<file path="src/rtl/cva6_lsu_arb_pkg.sv">
// ----------------------------------------------------------------------------
// cva6_lsu_arb_pkg
// Shared types for the LSU memory-port arbiter:
//   state_e  - arbiter FSM state (IDLE / REQ / RESP)
//   owner_e  - which requester owns the memory port (LOAD / STORE)
//   TIMEOUT_DEFAULT - default response watchdog limit in cycles
// ----------------------------------------------------------------------------
package cva6_lsu_arb_pkg;

  typedef enum logic [1:0] {
    ST_IDLE = 2'd0,
    ST_REQ  = 2'd1,
    ST_RESP = 2'd2
  } state_e;

  typedef enum logic {
    OWN_LOAD  = 1'b0,
    OWN_STORE = 1'b1
  } owner_e;

  localparam int unsigned TIMEOUT_DEFAULT = 15;

endpackage

</file>
<file path="src/rtl/cva6_lsu_mem_arb_if.sv">
// ----------------------------------------------------------------------------
// cva6_lsu_mem_arb_if
// Bundles the load port, store port and memory port of the LSU arbiter.
//
// Handshake rules (all signals sampled on the rising clock edge):
//   - A requester raises *_req_i with a stable *_addr_i and holds both until
//     it sees *_gnt_o. *_gnt_o is a one-cycle pulse; the request is accepted
//     in the cycle where req and gnt are both high. Dropping a request before
//     its grant simply withdraws it.
//   - *_resp_o is a one-cycle pulse returned only to the requester that owns
//     the single outstanding transaction.
//   - mem_req_o stays high with constant mem_addr_o / mem_we_o until
//     mem_gnt_i; mem_rvalid_i is a one-cycle response pulse and is only
//     meaningful after the memory granted the request.
//
// Modports:
//   slave  - the arbiter (takes requests, drives memory port)
//   master - the environment (load unit, store buffer, memory model)
// ----------------------------------------------------------------------------
interface cva6_lsu_mem_arb_if #(
  parameter int unsigned ADDR_W = 32
) ();

  logic              ld_req_i;
  logic [ADDR_W-1:0] ld_addr_i;
  logic              ld_gnt_o;
  logic              ld_resp_o;

  logic              st_req_i;
  logic [ADDR_W-1:0] st_addr_i;
  logic              st_gnt_o;
  logic              st_resp_o;

  logic              mem_req_o;
  logic              mem_we_o;
  logic [ADDR_W-1:0] mem_addr_o;
  logic              mem_gnt_i;
  logic              mem_rvalid_i;

  logic              err_o;

  modport slave (
    input  ld_req_i, ld_addr_i, st_req_i, st_addr_i, mem_gnt_i, mem_rvalid_i,
    output ld_gnt_o, ld_resp_o, st_gnt_o, st_resp_o,
    output mem_req_o, mem_we_o, mem_addr_o, err_o
  );

  modport master (
    output ld_req_i, ld_addr_i, st_req_i, st_addr_i, mem_gnt_i, mem_rvalid_i,
    input  ld_gnt_o, ld_resp_o, st_gnt_o, st_resp_o,
    input  mem_req_o, mem_we_o, mem_addr_o, err_o
  );

endinterface

</file>
<file path="src/rtl/cva6_lsu_rr_arb.sv">
// ----------------------------------------------------------------------------
// cva6_lsu_rr_arb
// Two-way load/store picker with a word-address match override.
//   clk_i, rst_ni  - clock, asynchronous active-low reset
//   ld_req_i       - load requesting
//   st_req_i       - store requesting
//   ld_word_i      - load word address (byte address without bits [1:0])
//   st_word_i      - store word address
//   grant_i        - the pick is being granted this cycle (updates history)
//   valid_o        - at least one requester present
//   pick_o         - winner of this cycle
// ----------------------------------------------------------------------------
module cva6_lsu_rr_arb
  import cva6_lsu_arb_pkg::*;
#(
  parameter int unsigned WORD_W = 30
) (
  input  logic              clk_i,
  input  logic              rst_ni,
  input  logic              ld_req_i,
  input  logic              st_req_i,
  input  logic [WORD_W-1:0] ld_word_i,
  input  logic [WORD_W-1:0] st_word_i,
  input  logic              grant_i,
  output logic              valid_o,
  output owner_e            pick_o
);

  owner_e last_owner_q;

  assign valid_o = ld_req_i | st_req_i;

  always_comb begin
    pick_o = OWN_LOAD;
    if (ld_req_i && st_req_i) begin
      // A store to the same word must drain before the load reads it,
      // otherwise the load would observe stale data.
      if (ld_word_i == st_word_i) begin
        pick_o = OWN_STORE;
      end else begin
        pick_o = (last_owner_q == OWN_STORE) ? OWN_LOAD : OWN_STORE;
      end
    end else if (st_req_i) begin
      pick_o = OWN_STORE;
    end
  end

  // Reset to STORE so that the first contention favours the load.
  always_ff @(posedge clk_i or negedge rst_ni) begin
    if (!rst_ni) begin
      last_owner_q <= OWN_STORE;
    end else if (grant_i) begin
      last_owner_q <= pick_o;
    end
  end

endmodule

</file>
<file path="src/rtl/cva6_lsu_mem_arb.sv">
// ----------------------------------------------------------------------------
// cva6_lsu_mem_arb
// Arbitrates the single data-memory port between the load unit and the
// store-buffer drain, with exactly one transaction outstanding.
//   clk_i        - clock, all state on the rising edge
//   rst_ni       - asynchronous active-low reset
//   bus          - load / store / memory port bundle (slave modport)
//   dbg_state_o  - current FSM state, for observation only
//
// Optional feature: define CVA6_LSU_ARB_TIMEOUT_EN to enable a response
// watchdog. After TIMEOUT cycles in RESP without mem_rvalid_i the owner's
// resp is pulsed together with err_o and the port returns to IDLE. Without
// the macro err_o is tied low and RESP waits indefinitely.
// ----------------------------------------------------------------------------
module cva6_lsu_mem_arb
  import cva6_lsu_arb_pkg::*;
#(
  parameter int unsigned ADDR_W  = 32,
  parameter int unsigned TIMEOUT = TIMEOUT_DEFAULT
) (
  input  logic                clk_i,
  input  logic                rst_ni,
  cva6_lsu_mem_arb_if.slave   bus,
  output state_e              dbg_state_o
);

  localparam int unsigned WORD_W = ADDR_W - 2;

  state_e            state_q, state_d;
  owner_e            owner_q;
  logic [ADDR_W-1:0] addr_q;

  logic   arb_valid;
  owner_e arb_pick;
  logic   grant;
  logic   resp;
  logic   err;
  logic   mem_req;

  cva6_lsu_rr_arb #(
    .WORD_W (WORD_W)
  ) u_rr_arb (
    .clk_i     (clk_i),
    .rst_ni    (rst_ni),
    .ld_req_i  (bus.ld_req_i),
    .st_req_i  (bus.st_req_i),
    .ld_word_i (bus.ld_addr_i[ADDR_W-1:2]),
    .st_word_i (bus.st_addr_i[ADDR_W-1:2]),
    .grant_i   (grant),
    .valid_o   (arb_valid),
    .pick_o    (arb_pick)
  );

`ifdef CVA6_LSU_ARB_TIMEOUT_EN
  localparam int unsigned WD_W = (TIMEOUT < 2) ? 1 : $clog2(TIMEOUT + 1);

  logic [WD_W-1:0] wd_q;
  logic            wd_expired;

  assign wd_expired = (wd_q == WD_W'(TIMEOUT));

  // Held at zero while waiting for mem_gnt_i, so it starts from zero on the
  // first RESP cycle and counts every RESP cycle without a response.
  always_ff @(posedge clk_i or negedge rst_ni) begin
    if (!rst_ni) begin
      wd_q <= '0;
    end else if (state_q == ST_REQ) begin
      wd_q <= '0;
    end else if (state_q == ST_RESP && !bus.mem_rvalid_i) begin
      wd_q <= wd_q + WD_W'(1);
    end
  end
`else
  logic unused_timeout;
  assign unused_timeout = (TIMEOUT == 0);
`endif

  always_comb begin
    state_d = state_q;
    grant   = 1'b0;
    resp    = 1'b0;
    err     = 1'b0;
    mem_req = 1'b0;
    case (state_q)
      ST_IDLE: begin
        // Gated by rst_ni so no grant leaks out while reset is held.
        if (arb_valid && rst_ni) begin
          grant   = 1'b1;
          state_d = ST_REQ;
        end
      end
      ST_REQ: begin
        mem_req = 1'b1;
        // A response in the grant cycle belongs to nobody and is dropped.
        if (bus.mem_gnt_i) begin
          state_d = ST_RESP;
        end
      end
      ST_RESP: begin
        if (bus.mem_rvalid_i) begin
          resp    = 1'b1;
          state_d = ST_IDLE;
        end
`ifdef CVA6_LSU_ARB_TIMEOUT_EN
        else if (wd_expired) begin
          resp    = 1'b1;
          err     = 1'b1;
          state_d = ST_IDLE;
        end
`endif
      end
      default: begin
        state_d = ST_IDLE;
      end
    endcase
  end

  always_ff @(posedge clk_i or negedge rst_ni) begin
    if (!rst_ni) begin
      state_q <= ST_IDLE;
      owner_q <= OWN_LOAD;
      addr_q  <= '0;
    end else begin
      state_q <= state_d;
      if (grant) begin
        owner_q <= arb_pick;
        addr_q  <= (arb_pick == OWN_STORE) ? bus.st_addr_i : bus.ld_addr_i;
      end
    end
  end

  assign bus.ld_gnt_o   = grant & (arb_pick == OWN_LOAD);
  assign bus.st_gnt_o   = grant & (arb_pick == OWN_STORE);
  assign bus.ld_resp_o  = resp & (owner_q == OWN_LOAD);
  assign bus.st_resp_o  = resp & (owner_q == OWN_STORE);
  assign bus.mem_req_o  = mem_req;
  assign bus.mem_we_o   = mem_req & (owner_q == OWN_STORE);
  assign bus.mem_addr_o = addr_q;
  assign bus.err_o      = err;
  assign dbg_state_o    = state_q;

endmodule

</file>
<file path="src/flat_wrapper.sv">
// flat-port wrapper written by rule: the top's interface ports become plain ports
module cva6_lsu_mem_arb_flat import cva6_lsu_arb_pkg::*;
#(
  parameter int unsigned ADDR_W  = 32,
  parameter int unsigned TIMEOUT = TIMEOUT_DEFAULT
)
  (clk_i, rst_ni, dbg_state_o, bus_ld_req_i, bus_ld_addr_i, bus_st_req_i, bus_st_addr_i, bus_mem_gnt_i, bus_mem_rvalid_i, bus_ld_gnt_o, bus_ld_resp_o, bus_st_gnt_o, bus_st_resp_o, bus_mem_req_o, bus_mem_we_o, bus_mem_addr_o, bus_err_o);
  cva6_lsu_mem_arb_if #(.ADDR_W(ADDR_W)) bus_i ();
  input  logic clk_i;
  input  logic rst_ni;
  output state_e dbg_state_o;
  input wire logic [$bits(bus_i.ld_req_i)-1:0] bus_ld_req_i;
  input wire logic [$bits(bus_i.ld_addr_i)-1:0] bus_ld_addr_i;
  input wire logic [$bits(bus_i.st_req_i)-1:0] bus_st_req_i;
  input wire logic [$bits(bus_i.st_addr_i)-1:0] bus_st_addr_i;
  input wire logic [$bits(bus_i.mem_gnt_i)-1:0] bus_mem_gnt_i;
  input wire logic [$bits(bus_i.mem_rvalid_i)-1:0] bus_mem_rvalid_i;
  output wire logic [$bits(bus_i.ld_gnt_o)-1:0] bus_ld_gnt_o;
  output wire logic [$bits(bus_i.ld_resp_o)-1:0] bus_ld_resp_o;
  output wire logic [$bits(bus_i.st_gnt_o)-1:0] bus_st_gnt_o;
  output wire logic [$bits(bus_i.st_resp_o)-1:0] bus_st_resp_o;
  output wire logic [$bits(bus_i.mem_req_o)-1:0] bus_mem_req_o;
  output wire logic [$bits(bus_i.mem_we_o)-1:0] bus_mem_we_o;
  output wire logic [$bits(bus_i.mem_addr_o)-1:0] bus_mem_addr_o;
  output wire logic [$bits(bus_i.err_o)-1:0] bus_err_o;
  assign bus_i.ld_req_i = bus_ld_req_i;
  assign bus_i.ld_addr_i = bus_ld_addr_i;
  assign bus_i.st_req_i = bus_st_req_i;
  assign bus_i.st_addr_i = bus_st_addr_i;
  assign bus_i.mem_gnt_i = bus_mem_gnt_i;
  assign bus_i.mem_rvalid_i = bus_mem_rvalid_i;
  assign bus_ld_gnt_o = bus_i.ld_gnt_o;
  assign bus_ld_resp_o = bus_i.ld_resp_o;
  assign bus_st_gnt_o = bus_i.st_gnt_o;
  assign bus_st_resp_o = bus_i.st_resp_o;
  assign bus_mem_req_o = bus_i.mem_req_o;
  assign bus_mem_we_o = bus_i.mem_we_o;
  assign bus_mem_addr_o = bus_i.mem_addr_o;
  assign bus_err_o = bus_i.err_o;
  cva6_lsu_mem_arb #(.ADDR_W(ADDR_W), .TIMEOUT(TIMEOUT)) u_core (.clk_i(clk_i), .rst_ni(rst_ni), .bus(bus_i), .dbg_state_o(dbg_state_o));
endmodule
</file>
<file path="config.mk">
export PLATFORM = sky130hd
export DESIGN_NAME = cva6_lsu_mem_arb_flat
export DESIGN_NICKNAME = d
export VERILOG_FILES = /design/src/rtl/cva6_lsu_arb_pkg.sv /design/src/rtl/cva6_lsu_mem_arb_if.sv /design/src/rtl/cva6_lsu_rr_arb.sv /design/src/rtl/cva6_lsu_mem_arb.sv /design/src/flat_wrapper.sv
export SDC_FILE = /design/constraint.sdc
export NUM_CORES = 1
export LEC_CHECK = 0
export BUFFER_PORTS_ARGS = -buffer_cell sky130_fd_sc_hd__buf_2
export CORE_UTILIZATION = 52
export CTS_BUF_LIST = sky130_fd_sc_hd__clkbuf_4
export CTS_CLUSTER_DIAMETER = 120
export DETAILED_ROUTE_END_ITERATION = 8
export PLACE_DENSITY = 0.83
export SYNTH_ARGS = -nofsm -noshare
export SYNTH_HDL_FRONTEND = slang
export SYNTH_SLANG_ARGS = --single-unit
</file>
<file path="constraint.sdc">
create_clock -name clk_i -period 2.2 [get_ports clk_i]
set_clock_uncertainty 0.15 [all_clocks]
set_input_delay 0.11 -clock clk_i [delete_from_list [all_inputs] [get_ports clk_i]]
set_output_delay 0.11 -clock clk_i [all_outputs]
set_load 0.005 [all_outputs]
</file>
---- Yosys cells after proc, flatten, opt, wreduce, memory -nomap -nowiden ----
Cells that the tools add are included.
operators by class
  eq/ne operators ......................... 6
  mux-type cells .......................... 14
  bitwise gates (word level) .............. 8
  reductions and logical operators ........ 4
operator list
  kind                                                    count
  2-to-1 mux 32 bit                                       1
  == test 30 bit                                          1
  2-to-1 mux 1 bit                                        9
  2-to-1 mux 2 bit                                        3
  one-hot mux 2 bit (3 select lines)                      1
  AND 1 bit                                               5
  inequality test 2 bit (second input constant)           2
  AND reduction 3 bit                                     1
  == test 2 x 1 -> 1 bit (second input constant)          1
  == test 2 bit (second input constant)                   1
  logical AND 1 bit                                       2
  logical NOT 2 bit                                       1
  inequality test 2 x 1 -> 1 bit (second input constant)  1
  inverter 1 bit                                          2
  bitwise OR 1 bit                                        1
word-level totals
  register bits ........................... 36
  input port bits ......................... 70
  output and inout port bits .............. 41
  word-level logic and storage cells ...... 36

---- Longest topological paths before layout ----
  depth in word-level cells ............... 5
  depth in mapped cells ................... 7

---- Cells and area by module ----
Synthesis repeated with hierarchy kept, for this count alone.
second synthesis, totals
  cell total of the unflattened synthesis .. 170
  area total of the unflattened synthesis .. 2263.4 um^2
modules (own cells, without submodules)
  module            times used  cells each  area each (um^2)  sequential area each (um^2)
  cva6_lsu_mem_arb  1           122         1879.3            875.8
  cva6_lsu_rr_arb   1           48          384.1             26.3

---- Worst setup path before layout ----
OpenSTA, ideal clock, no wires.
  kind .................................... register to register
  start point ............................. reg u_core.u_rr_arb.last_owner_q
  end point ............................... reg u_core.addr_q[7], in the netlist u_core.bus.mem_addr_o[7]
  library setup time ...................... 0.087 ns
  data arrival time ....................... 1.508 ns
  data required time ...................... 1.963 ns
  path slack .............................. 0.455 ns
  cell stages (with the launch flop) ...... 8
  clock period less this slack ............ 1.745 ns
  path through ............................ dfstp_2 > and2_1 > clkbuf_1 > buf_1 > nor2_1 > a211oi_1 > a21oi_1 > a211oi_2
between the ends
  longest elaborated chain between the ends .. 4
RTL lines
  what                    RTL line                 RTL
  from (decl)             cva6_lsu_rr_arb.sv:29    owner_e last_owner_q;
  from (signal assigned)  cva6_lsu_rr_arb.sv:53    last_owner_q <= pick_o;
  2-to-1 mux 1 bit        cva6_lsu_rr_arb.sv:41    pick_o = (last_owner_q == OWN_STORE) ? OWN_LOAD : OWN_STORE;
  2-to-1 mux 1 bit        cva6_lsu_rr_arb.sv:38    if (ld_word_i == st_word_i) begin
  2-to-1 mux 1 bit        cva6_lsu_rr_arb.sv:35    if (ld_req_i && st_req_i) begin
  2-to-1 mux 32 bit       cva6_lsu_mem_arb.sv:127  addr_q <= (arb_pick == OWN_STORE) ? bus.st_addr_i : bus.ld_addr_i;
  to (signal assigned)    cva6_lsu_mem_arb.sv:127
  to (decl)               cva6_lsu_mem_arb.sv:31   logic [ADDR_W-1:0] addr_q;
Every way passes these cells.
A chain may end at the register's enable or synchronous reset.

---- Worst setup path after layout ----
  start point ............................. reg u_core.state_q[0], in the netlist u_core.dbg_state_o[0]
  end point ............................... out bus_st_gnt_o
between the ends
  longest elaborated chain between the ends .. 3
RTL lines
  what                    RTL line                 RTL
  from (decl)             cva6_lsu_mem_arb.sv:29   state_e state_q, state_d;
  from (signal assigned)  cva6_lsu_mem_arb.sv:124  state_q <= state_d;
  logical NOT 2 bit       cva6_lsu_mem_arb.sv:84   case (state_q)
  2-to-1 mux 1 bit        cva6_lsu_mem_arb.sv:84
  AND 1 bit               cva6_lsu_mem_arb.sv:133  assign bus.st_gnt_o = grant & (arb_pick == OWN_STORE);
  to (decl)               flat_wrapper.sv:20       output wire logic [$bits(bus_i.st_gnt_o)-1:0] bus_st_gnt_o;
Every way passes these cells.

==> key figures <==
Synthesis
  • Avg Inst Size Synth: 8.375 um2
  • Syn Inst Count: 362
  • Top-area cell type share of the netlist area: 28.89%
  • Top cells by area, synth: dfrtp_1 29%, a211oi_1 15%, a211oi_2 12%
  • Top FF cell, synth: dfrtp_1
  • Post-synthesis sequential area ratio: 29.76%
  • Fraction of registers with async set or reset after synthesis: 100.0%
  • Area leader, netlist: dfrtp_1
  • Post-synth EDFFs: 0
  • Mapped Area: 3032 um2
  • Synth Register Bits: 36
  • Ys Warns: 0
  • Syn Nets: 432
  • Distinct cells, synth: 32

Clock network
  • H-tree depth: 2
  • Cts bufs inserted: 5
  • CTS tree: done
  • Sink Count: 36
  • CTS max path bufs: 2
  • Root buffer cell: clkbuf_4
  • Worst-skew pair later-pin latency: 360 ps
  • Worst-path clk slew: 120 ps

Hold path
  • Hold Crit Class: input port to flip-flop
  • Hold Path Sink: u_core.bus.mem_addr_o[2]
  • Min-delay src: bus_ld_addr_i[2]
  • Hold path depth: 3

Floorplanning
  • # IOs: 111
  • Initial Utilization: 54.39%
  • Core area: 5574 um2
  • Core Rows: 27
  • Die footprint: 6140 um2
  • Die Ht: 78.36 um
  • Die W: 78.36 um

Critical path
  • CP Class: flip-flop to primary output
  • Worst Setup SP: u_core.dbg_state_o[0]
  • CP endpoint kind: primary output
  • Crit-path slowest cell: dfrtp_1
  • Crit-path max FO: 17
  • CP dominant cell by count: nor2_1
  • Crit path buffers/inverters: 2
  • Crit path max-delay family: flip-flops
  • Arr. time, crit path: 1820 ps
  • Register-to-register setup slack: 280 ps
  • Cells along the critical path: nor2_1 > o211a_4 > nand2_1 > buf_4 > nor2_1 > buf_2
  • CP Launch Type: flip-flop
  • Worst r2r path cells: 6
  • Largest stage delay, worst path: 460 ps
  • Crit path required time: 1940 ps
  • Critical R2R Launch: u_core.u_rr_arb.last_owner_q
  • FF-to-FF End: u_core.bus.mem_addr_o[4]

Power and ir drop
  • P_sw: 1219 uW
  • Max VDD drop: 0.0004604 V
  • Reg power frac: 37.2%
  • Sw Share: 38.90%
  • Pleak: 0.001886 uW
  • Cell Pwr Density: 707.5 nW/um2
  • Clk pwr share: 16.0%
  • Internal: 1915 uW
  • Power share of the combinational group: 46.8%

Cells and area
  • Nets: 603
  • Layout area overhead: 46.10%
  • Design area: 4429 um2
  • Fillers: 368
  • Diode count: 0
  • Share of cells above drive strength 1: 33.52%

Global route
  • Initial antenna violation count: 0
  • Largest net degree at the start of global routing: 51
  • First-pass GRT wire length: 16880 um
  • Remaining global-route overflow: 0
  • Gr usage total: 35.07%
  • Vias in the first global route: 3516

Flow run
  • Max Cap Viol: 0

Detailed routing
  • DRT antenna net count: 0
  • DRC: 0
  • Avg WL per Cell: 17.48 um
  • Vias after detailed routing: 3693
  • Starting DRT DRC Count: 293
  • Vias per cell: 6.094
  • Total Routed Length: 10600 um
  • DRT Pass-1 Iters: 4

Run status
  • Status: complete, no violations

Placement
  • # port buffers: 109
  • Gpl congestion: 0.8308
  • Placed inst area: 3635 um2
  • Detailed placement HPWL: 6275 um

STA
  • Endpoints failing hold: 0
  • Fmax: 479.7 MHz
  • Fin crit share: 94.75%
  • Setup TNS: 0 ps
  • Final slew viol count: 0
  • RSZ-0062 raised after global routing: false
  • Final setup violation count: 0
  • Tmin final: 2085 ps
area by class of cell:
cell class              count  area [um2]  share of cell area (%)
clock inverters             3       42.54                  0.9605
multi-input cells         291        1919                   43.33
clock buffers               5       37.54                  0.8475
well taps                  72       90.09                   2.034
flip-flops and latches     36       902.1                   20.37
inverters                   1       3.754                 0.08475
repair buffers            198        1434                   32.37
cell usage after synthesis, drive strengths merged, types with 2 or more instances:
cell,instances
dfrtp,35
nand2,8
a2111oi,2
buf,15
a311o,2
a21oi,31
clkbuf,19
xnor2,30
and4,2
a211oi,90
nor3,5
nor2,97
nand4,7
and2,3
o21ai,4
nor4,2
state kept, by name (all words and copies together) (netlist names):
| signal | cells |
|---|---|
| u_core.bus.mem_addr_o | 32 |
| u_core.dbg_state_o | 2 |
| u_core.owner_q | 1 |
| u_core.u_rr_arb.last_owner_q | 1 |
layout by cell type (no fill, tap or decap), types with 2 or more instances in the layout:
cell / n
buf_4: 20
a311o_1: 2
buf_2: 108
nand2_1: 8
nand4_1: 7
and4_2: 2
dlygate4sd3_1: 65
o21ai_0: 4
buf_12: 4
a2111oi_0: 2
clkbuf_4: 5
nor2_1: 97
dfrtp_1: 35
a211oi_1: 60
and2_1: 2
a211oi_2: 30
nor4_4: 2
a21oi_1: 30
nor3_1: 5
xnor2_1: 30
how the worst max path moves through the flow:
stage | depth (start not counted) | endpoint | slack (ps)
final | 6 | bus_st_gnt_o | 120
after global routing | 6 | bus_st_gnt_o | 30
after CTS | 9 | bus_ld_gnt_o | 2
after detailed placement | 7 | u_core.bus.mem_addr_o[23] | 160
after global placement | 8 | bus_ld_gnt_o | 180
after floorplan | 7 | u_core.bus.mem_addr_o[7] | 450
worst reg2reg max path, delay by kind of cell (launching register included):
family                 cells  cell delay, ps
AOI/OAI and AO/OA          2             420
buffers and inverters      2             410
and+or+nand+nor            2             270
DFF                        1             560
power by group through the flow:
stage                     sequential [uW]  clock, uW  combinational [uW]
after floorplan                      1160          0                 723
after global placement               1160          0                1290
after detailed placement             1150          0                1340
after CTS                            1140        502                1440
after global routing                 1180        542                1600
final                                1170        502                1470
routing by layer:
layer  vias to the layer above  global-route usage (%)  part of all wire, %
li1                       1669                       -                    -
met5                         -                       0                    0
met2                       237                   59.04                   49
met3                        39                   6.279                  8.8
met4                         0                   16.30                  3.3
met1                      1748                   43.41                   39
through the flow:
| step | power (uW) | utilization (%) | instances | setup WS [ps] | hold WS (ps) |
|---|---|---|---|---|---|
| final | 3134 | 79.46 | 606 | 115.4 | 22.69 |
| after global routing | 3320 | 79.46 | 606 | 28.71 | 34.34 |
| after CTS | 3084 | 78.50 | 601 | 1.551 | 0.2489 |
| after detailed placement | 2492 | 65.21 | 527 | 161.7 | -224.3 |
| after global placement | 2448 | 65.21 | 527 | 179.1 | -222.3 |
| after floorplan | 1882 | - | 362 | 454.9 | -335.6 |
logic make-up after synthesis:
logic type | after synthesis | share of synthesized area, %
AOI/OAI and AO/OA | 132 | 35.08
xor gates and xnor gates | 30 | 8.667
muxes | 1 | 0.3714
buffers and inverters | 35 | 7.305
and+or+nand+nor | 127 | 18.70
other | 1 | 0.1237
DFF | 36 | 29.76
repair_timing:
action / in CTS / in global routing
endpoints found under the setup margin: 0 / 2
setup buffers: 0 / 6
hold buffers: 66 / 0
gates resized for setup: 0 / 4
endpoints found under the hold margin: 70 / 0
(Power assumes the default switching activity.)
